`src/rtl/icache_fetch_port_if.sv`:
```
// Fetch-side and memory-controller-side signal bundle for icache_fetch_port.
// The cache takes the slave view; the fetcher/memory model takes the master view.
interface icache_fetch_port_if;
    logic        if_valid;
    logic [31:0] if_addr;
    logic        if_ready;
    logic [31:0] if_inst;
    logic        clear;
    logic        mc_valid;
    logic [31:0] mc_addr;
    logic        mc_ready;
    logic [31:0] mc_data;

    modport slave (
        input  if_valid, if_addr, clear, mc_ready, mc_data,
        output if_ready, if_inst, mc_valid, mc_addr
    );

    modport master (
        output if_valid, if_addr, clear, mc_ready, mc_data,
        input  if_ready, if_inst, mc_valid, mc_addr
    );
endinterface

```
`src/rtl/icache_fetch_port.sv`:
```
// Direct-mapped instruction cache with in-order whole-line refill.
// Single outstanding fetch; flush during refill lets the refill finish.
module icache_fetch_port #(
    parameter int INDEX_BITS  = 4,
    parameter int OFFSET_BITS = 2
) (
    input  logic               clk_in,
    input  logic               rst_in,
    input  logic               rdy_in,
    icache_fetch_port_if.slave bus
);
    localparam int LINES      = 1 << INDEX_BITS;
    localparam int LINE_WORDS = 1 << OFFSET_BITS;
    localparam int TAG_BITS   = 30 - INDEX_BITS - OFFSET_BITS;
    localparam int WIDX_BITS  = INDEX_BITS + OFFSET_BITS;

    typedef enum logic [1:0] {
        IDLE,
        RESP,
        REFILL
    } state_e;

    state_e                 state_q, state_d;
    logic [31:0]            if_inst_q, if_inst_d;
    logic [TAG_BITS-1:0]    req_tag_q, req_tag_d;
    logic [INDEX_BITS-1:0]  req_idx_q, req_idx_d;
    logic [OFFSET_BITS-1:0] req_off_q, req_off_d;
    logic [OFFSET_BITS-1:0] cnt_q, cnt_d;
    logic                   killed_q, killed_d;
    logic [LINES-1:0]       valid_q, valid_d;

    logic [TAG_BITS-1:0]    tag_mem  [LINES];
    logic [31:0]            data_mem [LINES*LINE_WORDS];

    logic                   data_we;
    logic                   tag_we;

    logic [OFFSET_BITS-1:0] a_off;
    logic [INDEX_BITS-1:0]  a_idx;
    logic [TAG_BITS-1:0]    a_tag;
    logic                   hit;

    assign a_off = bus.if_addr[OFFSET_BITS+1:2];
    assign a_idx = bus.if_addr[OFFSET_BITS+2 +: INDEX_BITS];
    assign a_tag = bus.if_addr[31 -: TAG_BITS];
    assign hit   = valid_q[a_idx] && (tag_mem[a_idx] == a_tag);

    always_comb begin
        state_d   = state_q;
        if_inst_d = if_inst_q;
        req_tag_d = req_tag_q;
        req_idx_d = req_idx_q;
        req_off_d = req_off_q;
        cnt_d     = cnt_q;
        killed_d  = killed_q;
        valid_d   = valid_q;
        data_we   = 1'b0;
        tag_we    = 1'b0;
        unique case (state_q)
            IDLE: begin
                if (bus.if_valid && !bus.clear) begin
                    if (hit) begin
                        if_inst_d = data_mem[{a_idx, a_off}];
                        state_d   = RESP;
                    end else begin
                        req_tag_d = a_tag;
                        req_idx_d = a_idx;
                        req_off_d = a_off;
                        cnt_d     = '0;
                        killed_d  = 1'b0;
                        state_d   = REFILL;
                    end
                end
            end
            RESP: state_d = IDLE;
            REFILL: begin
                if (bus.clear) killed_d = 1'b1;
                if (bus.mc_ready) begin
                    data_we = 1'b1;
                    cnt_d   = cnt_q + 1'b1;
                    if (cnt_q == req_off_q) if_inst_d = bus.mc_data;
                    // Last word: line becomes usable even if the fetch was flushed.
                    if (cnt_q == OFFSET_BITS'(LINE_WORDS - 1)) begin
                        valid_d[req_idx_q] = 1'b1;
                        tag_we             = 1'b1;
                        state_d = (killed_q || bus.clear) ? IDLE : RESP;
                    end
                end
            end
            default: state_d = IDLE;
        endcase
    end

    always_ff @(posedge clk_in) begin
        if (!rst_in) begin
            state_q   <= IDLE;
            if_inst_q <= '0;
            req_tag_q <= '0;
            req_idx_q <= '0;
            req_off_q <= '0;
            cnt_q     <= '0;
            killed_q  <= 1'b0;
            valid_q   <= '0;
        end else if (rdy_in) begin
            state_q   <= state_d;
            if_inst_q <= if_inst_d;
            req_tag_q <= req_tag_d;
            req_idx_q <= req_idx_d;
            req_off_q <= req_off_d;
            cnt_q     <= cnt_d;
            killed_q  <= killed_d;
            valid_q   <= valid_d;
        end
    end

    always_ff @(posedge clk_in) begin
        if (rst_in && rdy_in) begin
            if (data_we) data_mem[WIDX_BITS'({req_idx_q, cnt_q})] <= bus.mc_data;
            if (tag_we) tag_mem[req_idx_q] <= req_tag_q;
        end
    end

    assign bus.if_ready = (state_q == RESP) && !bus.clear;
    assign bus.if_inst  = if_inst_q;
    assign bus.mc_valid = (state_q == REFILL);
    assign bus.mc_addr  = (state_q == REFILL) ?
                          {req_tag_q, req_idx_q, cnt_q, 2'b00} : 32'h0;
endmodule
```
`src/flat_wrapper.sv`:
```
// flat-port wrapper written by rule: the top's interface ports become plain ports
module icache_fetch_port_flat 
#(
    parameter int INDEX_BITS  = 4,
    parameter int OFFSET_BITS = 2
)
  (clk_in, rst_in, rdy_in, bus_if_valid, bus_if_addr, bus_clear, bus_mc_ready, bus_mc_data, bus_if_ready, bus_if_inst, bus_mc_valid, bus_mc_addr);
  icache_fetch_port_if bus_i ();
  input  logic clk_in;
  input  logic rst_in;
  input  logic rdy_in;
  input wire logic [$bits(bus_i.if_valid)-1:0] bus_if_valid;
  input wire logic [$bits(bus_i.if_addr)-1:0] bus_if_addr;
  input wire logic [$bits(bus_i.clear)-1:0] bus_clear;
  input wire logic [$bits(bus_i.mc_ready)-1:0] bus_mc_ready;
  input wire logic [$bits(bus_i.mc_data)-1:0] bus_mc_data;
  output wire logic [$bits(bus_i.if_ready)-1:0] bus_if_ready;
  output wire logic [$bits(bus_i.if_inst)-1:0] bus_if_inst;
  output wire logic [$bits(bus_i.mc_valid)-1:0] bus_mc_valid;
  output wire logic [$bits(bus_i.mc_addr)-1:0] bus_mc_addr;
  assign bus_i.if_valid = bus_if_valid;
  assign bus_i.if_addr = bus_if_addr;
  assign bus_i.clear = bus_clear;
  assign bus_i.mc_ready = bus_mc_ready;
  assign bus_i.mc_data = bus_mc_data;
  assign bus_if_ready = bus_i.if_ready;
  assign bus_if_inst = bus_i.if_inst;
  assign bus_mc_valid = bus_i.mc_valid;
  assign bus_mc_addr = bus_i.mc_addr;
  icache_fetch_port #(.INDEX_BITS(INDEX_BITS), .OFFSET_BITS(OFFSET_BITS)) u_core (.clk_in(clk_in), .rst_in(rst_in), .rdy_in(rdy_in), .bus(bus_i));
endmodule
```
`config.mk`:
```
export PLATFORM = sky130hd
export DESIGN_NAME = icache_fetch_port_flat
export DESIGN_NICKNAME = d
export VERILOG_FILES = /design/src/rtl/icache_fetch_port_if.sv /design/src/rtl/icache_fetch_port.sv /design/src/flat_wrapper.sv
export SDC_FILE = /design/constraint.sdc
export NUM_CORES = 2
export LEC_CHECK = 0
export ABC_AREA = 1
export BUFFER_PORTS_ARGS = -buffer_cell sky130_fd_sc_hd__buf_2
export CORE_MARGIN = 2
export CORE_UTILIZATION = 30
export CTS_BUF_LIST = sky130_fd_sc_hd__clkbuf_8
export DETAILED_ROUTE_END_ITERATION = 6
export SLEW_MARGIN = 10
export SYNTH_ARGS = -nofsm -noshare
export SYNTH_HDL_FRONTEND = slang
export SYNTH_SLANG_ARGS = --single-unit
```
`constraint.sdc`:
```
create_clock -name clk_in -period 8.11 [get_ports clk_in]
set_clock_uncertainty 0.1 [all_clocks]
set_input_delay 2.0275 -clock clk_in [delete_from_list [all_inputs] [get_ports clk_in]]
set_output_delay 2.0275 -clock clk_in [all_outputs]
set_load 0.005 [all_outputs]
```
Yosys cells after proc, flatten, opt, wreduce, memory -nomap -nowiden --
Memories as Yosys holds them, arrays and structs flattened. Index checks and enable logic that the tools add are counted.
Storage, ports and cells: logic and storage cells 78, register bits after elaboration 83, memories 2, bits in writable memories 2432
Cells by class: equality and inequality tests 12, add/subtract/negate cells 1, reductions and logical operators 15, muxes and demuxes 35, bitwise logic cells 2, magnitude comparators 3
Memories:
- u_core.data_mem | words 64, bits a word 32, rd ports 1, clocked after memory_dff 0, wr ports 1, RTL line icache_fetch_port.sv:33 | logic [31:0] data_mem [LINES*LINE_WORDS];
- u_core.tag_mem | words 16, bits a word 24, rd ports 1, clocked after memory_dff 0, wr ports 1, RTL line icache_fetch_port.sv:32 | logic [TAG_BITS-1:0] tag_mem [LINES];
Operator list (count):
- two-way mux 32 bit | 5
- case mux 32 bit (2 select lines) | 1
- equality test 24 bit | 1
- two-way mux 1 bit | 17
- OR 16 bit | 1
- two-way mux 2 bit | 7
- AND reduction 4 bit | 3
- less-than comparator 4 x 5 -> 1 bit (second input constant) | 2
- AND reduction 5 bit | 2
- inequality test 2 x 1 -> 1 bit (second input constant) | 4
- case mux 2 bit (2 select lines) | 2
- inequality test 2 bit (second input constant) | 3
- AND reduction 6 bit | 1
- logical AND 1 bit | 5
- binary-select mux 1 bit (select 4 bit) | 1
- demux 1 bit (select 4 bit) | 1
- equality test 2 bit (second input constant) | 2
- greater-or-equal comparator 4 x 1 -> 1 bit (second input constant) | 1
- adder 2 x 1 -> 2 bit (second input constant) | 1
- equality test 2 x 1 -> 1 bit (second input constant) | 1
- equality test 2 bit | 1
- logical NOT 2 bit | 1
- case mux 1 bit (2 select lines) | 1
- nonzero test 2 bit | 1
- other kinds (3) | 3

Longest topological paths before layout --
depth after elaboration 7, mapped depth 23, depth with buffers taken out 19

Worst setup path before layout --
OpenSTA, ideal clock, no wires.
path type input -> register, start point in rst_in, end point mem u_core.data_mem[10][0], enable pin, setup time 0.421 ns, stages 7, arrival 4.469 ns, slack 3.120 ns, required time 7.589 ns, cells stage by stage clkbuf_1 clkinv_1 nor2_1 nand3_1 inv_1 nand4_1 nor2_1
Between the ends: word-level cells in the longest chain between the ends 3
RTL lines:
- start: declaration | RTL line flat_wrapper.sv:10 | input logic rst_in;
- logical AND 1 bit | RTL line icache_fetch_port.sv:117 | if (rst_in && rdy_in) begin
- two-way mux 1 bit | RTL line icache_fetch_port.sv:117
- two-way mux 1 bit (implied by the code) | RTL line icache_fetch_port.sv:118 | if (data_we) data_mem[WIDX_BITS'({req_idx_q, cnt_q})] <= bus.mc_data;
- end: declaration | RTL line icache_fetch_port.sv:33
Every way passes these cells.

Worst setup path after layout --
start point in bus_if_addr[2], end point reg u_core.if_inst_q[31], in the netlist u_core.bus.if_inst[31]
Between the ends: word-level cells in the longest chain between the ends 4
RTL lines:
- start: declaration | RTL line flat_wrapper.sv:13 | input wire logic [$bits(bus_i.if_addr)-1:0] bus_if_addr;
- memory (64 x 32 bit)
- two-way mux 32 bit | RTL line icache_fetch_port.sv:62 | if (hit) begin
- two-way mux 32 bit | RTL line icache_fetch_port.sv:61 | if (bus.if_valid && !bus.clear) begin
- case mux 32 bit (2 select lines) | RTL line icache_fetch_port.sv:59 | unique case (state_q)
- end signal: assignment | RTL line icache_fetch_port.sv:106 | if_inst_q <= if_inst_d;
- end: declaration | RTL line icache_fetch_port.sv:24 | logic [31:0] if_inst_q, if_inst_d;
Every way passes these cells. The select of a mux whose other input is x is not followed. A chain may end at the register's enable or synchronous reset.

==> results.md <==
- Yosys warns: 0
- Via density per instance: about 5.2
- Drt total wl: between 300000 and 400000 microns
- Reg-to-Reg End: u_core.tag_mem[11][14]
- Leakage: 38.7 nW
- Pwr per Cell Area: 227 nW/um^2
- Crit path buffers/inverters: 4
- Fill cells: between 30000 and 40000
- First-pass GRT wire length: between 400000 and 500000 microns
- Dpl hpwl: ~170000 microns
- Die X: ~580 microns
- Period minus WS final: 5400 ps
- Crit path top cell by count: nand2_1
- Worst r2r path cells: 8
- CP required: approximately 8900 ps
- CTS H-tree lvls: 5
- Worst path slowest cell: a21boi_0
- CP startpoint kind: input pin
- Routed Antenna Nets: 0
- Critical path depth: 16
- Worst-path cell chain: buf_8, inv_8, buf_4, buf_4, o21ai_0, o22ai_1, nand2_1, nand3_1, nand2_1, a21oi_1, nand2_1, nand2_1, a21boi_0, nand3_1, nand2_1, nor2_1
- Post-Syn Area: 101000 sq um
- Reg-to-reg startpoint: u_core.state_q[1]
- IO Port Bufs: between 100 and 150
- Clk Latency, worst-skew pair: between 1000 and 1500 ps
- Worst min-delay path class: flop to flop
- #FFs+latches synth: about 2500
- Crit path max fanout: 138
- Post-synthesis sequential area ratio: around three quarters
- Layout area overhead: 13.1%
- Resized Gates After CTS: 0
- Setup TNS: 0 ps
- RSZ-0062 raised after global routing: false
- Initial antenna violation count: 25
- Initial Utilization: 30.1%
- Largest net degree at the start of global routing: 190
- Setup bufs post-CTS: 0
- Crit path capture: u_core.bus.if_inst[31]
- Die Area: around 340000 sq um
- Vias in the first global route: about 66000
- Global Route Usage Sum: 17.5%
- Run status: completed
- DR WL/cell: about 23 microns
- Crit share post-route: 66.6%
- Worst Max-Slew Pin Slew: approximately 1200 ps
- Reg clk slew, reported paths: 70 ps
- GRT overflow: 0
- Root buf cell: clkbuf_8
- Fin. Hold Viols: 0
- CTS buffer count: slightly below 400
- Initial detailed-routing violation count: ~8800
- Crit path kind: input pin to flop
- Die Y: about 580 microns
- CP top delay family: buffers and inverters
- Finish-stage setup viols: 0
- Final total power: ~26 mW
- Vias: between 60000 and 70000
- Final #Nets: about 8600
- Worst setup EP type: flop
- Layout cells sized above 1: 10.2%
- Post-Syn Instances: 8327
- Reg2reg setup slack: roughly 4200 ps
- Mapped Avg Cell Area: 12.1 sq um
- Core region area: about 340000 sq um
- RePlAce Congestion: ~0.84
- CTS max path bufs: 4
- Cell Rows: between 200 and 250
- Clock Sinks: roughly 2500
- CP peak stage delay: about 950 ps
- CP Launch Point: bus_if_addr[2]
- Slew margin rel.: between 10% and 20%
- Worst VDD drop: about 130 uV
- Fmax: 185 MHz
- Worst endpoint data arrival time: 6200 ps
- Slew Viols, Final: 0
- Synth unique cells: 36
- CTS tree: built
- Drt pass-1 iters: 6
- Max Cap Viol: 0
- Drt drc: 0
- Hold-fix buffers, CTS: 0
- Worst Hold Depth: 2
- Ports: around 140
-- worst min path at each step --
| stage | to | from |
|---|---|---|
| floorplan | u_core.valid_q[12] | u_core.valid_q[12] |
| global route | u_core.valid_q[1] | u_core.valid_q[1] |
| CTS | u_core.valid_q[12] | u_core.valid_q[12] |
| detailed placement | u_core.valid_q[12] | u_core.valid_q[12] |
| finish | u_core.valid_q[12] | u_core.valid_q[12] |
| global placement | u_core.valid_q[12] | u_core.valid_q[12] |
-- cell families (layout without fill, tap and decap cells) --
| logic type | after synthesis | count (layout) | synth area share, % |
|---|---|---|---|
| compound gates | 1816 | 1816 | 10.1 |
| fa+ha+maj | 1 | 1 | 0.0124 |
| buf+inv | 843 | 1307 | 3.53 |
| flops | 2515 | 2515 | 73.9 |
| mux | 8 | 8 | 0.0793 |
| other cells | 1 | 11 | 0.00371 |
| simple gates | 3143 | 3143 | 12.3 |
-- where the power goes --
group          internal (mW)  switching [mW]
logic                  0.407            1.28
clock network           4.86            5.01
registers               14.3          0.0581
total                   19.5            6.35
-- through the flow --
stage	worst slack [ps]	instance area (sq um)	utilization, %	hold WS [ps]	instances
after floorplan	3120	101000	-	326	8328
after global placement	1890	107000	31.9	339	12500
after detailed placement	1850	107000	31.9	365	12500
after CTS	2790	114000	34.0	381	13200
after global routing	2560	114000	34.0	404	13200
final	2710	114000	34.0	375	13200
-- synth_stat cells --
cell type,n,area share (%)
a21boi_0,15,0.11
a21oi_1,67,0.33
a221oi_1,1,0.0087
a31oi_1,6,0.037
a32o_1,2,0.020
buf_1,33,0.12
buf_12,1,0.020
buf_2,156,0.77
buf_4,10,0.074
buf_6,20,0.22
clkbuf_1,349,1.3
clkinv_1,4,0.015
conb_1,1,0.0037
dfxtp_1,83,1.6
edfxtp_1,2432,72
ha_1,1,0.012
inv_1,267,0.99
inv_2,2,0.0074
inv_4,1,0.0062
mux2i_1,8,0.079
nand2_1,1244,4.6
nand2_2,1,0.0062
nand3_1,501,2.5
nand3_2,1,0.0099
nand3b_1,3,0.022
nand4_1,8,0.050
nor2_1,1380,5.1
o211ai_1,63,0.47
o21ai_0,1125,5.6
o21ai_1,13,0.064
o21bai_1,1,0.0074
o21bai_2,1,0.011
o221ai_1,97,0.84
o22a_1,1,0.0087
o22ai_1,424,2.6
or2_2,5,0.031
-- per-layer routing --
layer / global-route usage, % / vias up / wire length, microns
met4: 5.26 / 8 / 8030
met5: 0 / - / 60
met1: 24.8 / 34700 / 131000
met2: 26.5 / 3541 / 136000
met3: 4.19 / 519 / 34400
li1: - / 30300 / -
-- cell type report --
type                       count  area, sq um  share of cell area (%)
timing repair buffer         331         2510                    2.20
clock inverter               290         1400                    1.22
multi-input combinational   4970        23400                    20.5
clock buffer                 412         5670                    4.96
inverter                     274         1070                   0.936
sequential                  2515        74700                    65.3
antenna                        9         22.5                  0.0197
tap                         4407         5510                    4.82
-- tightest hold or removal path: cells and delay by family, from the launching register on --
family / cells / cell delay (ps)
compound gates: 1 / 60
simple gates: 1 / 50
flops: 1 / 330
-- registers in the layout (all words and copies together) (netlist names) --
name                count
u_core.data_mem      2048
u_core.tag_mem        384
u_core.bus.if_inst     32
u_core.req_tag_q       24
u_core.valid_q         16
u_core.req_idx_q        4
u_core.cnt_q            2
u_core.req_off_q        2
u_core.state_q          2
u_core.killed_q         1
-- cell usage in the layout (no fill, tap or decap), types with 125 or more instances in the layout --
cell type / count
clkbuf_8: 412
buf_4: 177
edfxtp_1: 2432
nand2_1: 1244
inv_1: 408
buf_2: 125
nand3_1: 501
o22ai_1: 424
o21ai_0: 1125
nor2_1: 1299
Power figures use the tool's default switching activity.
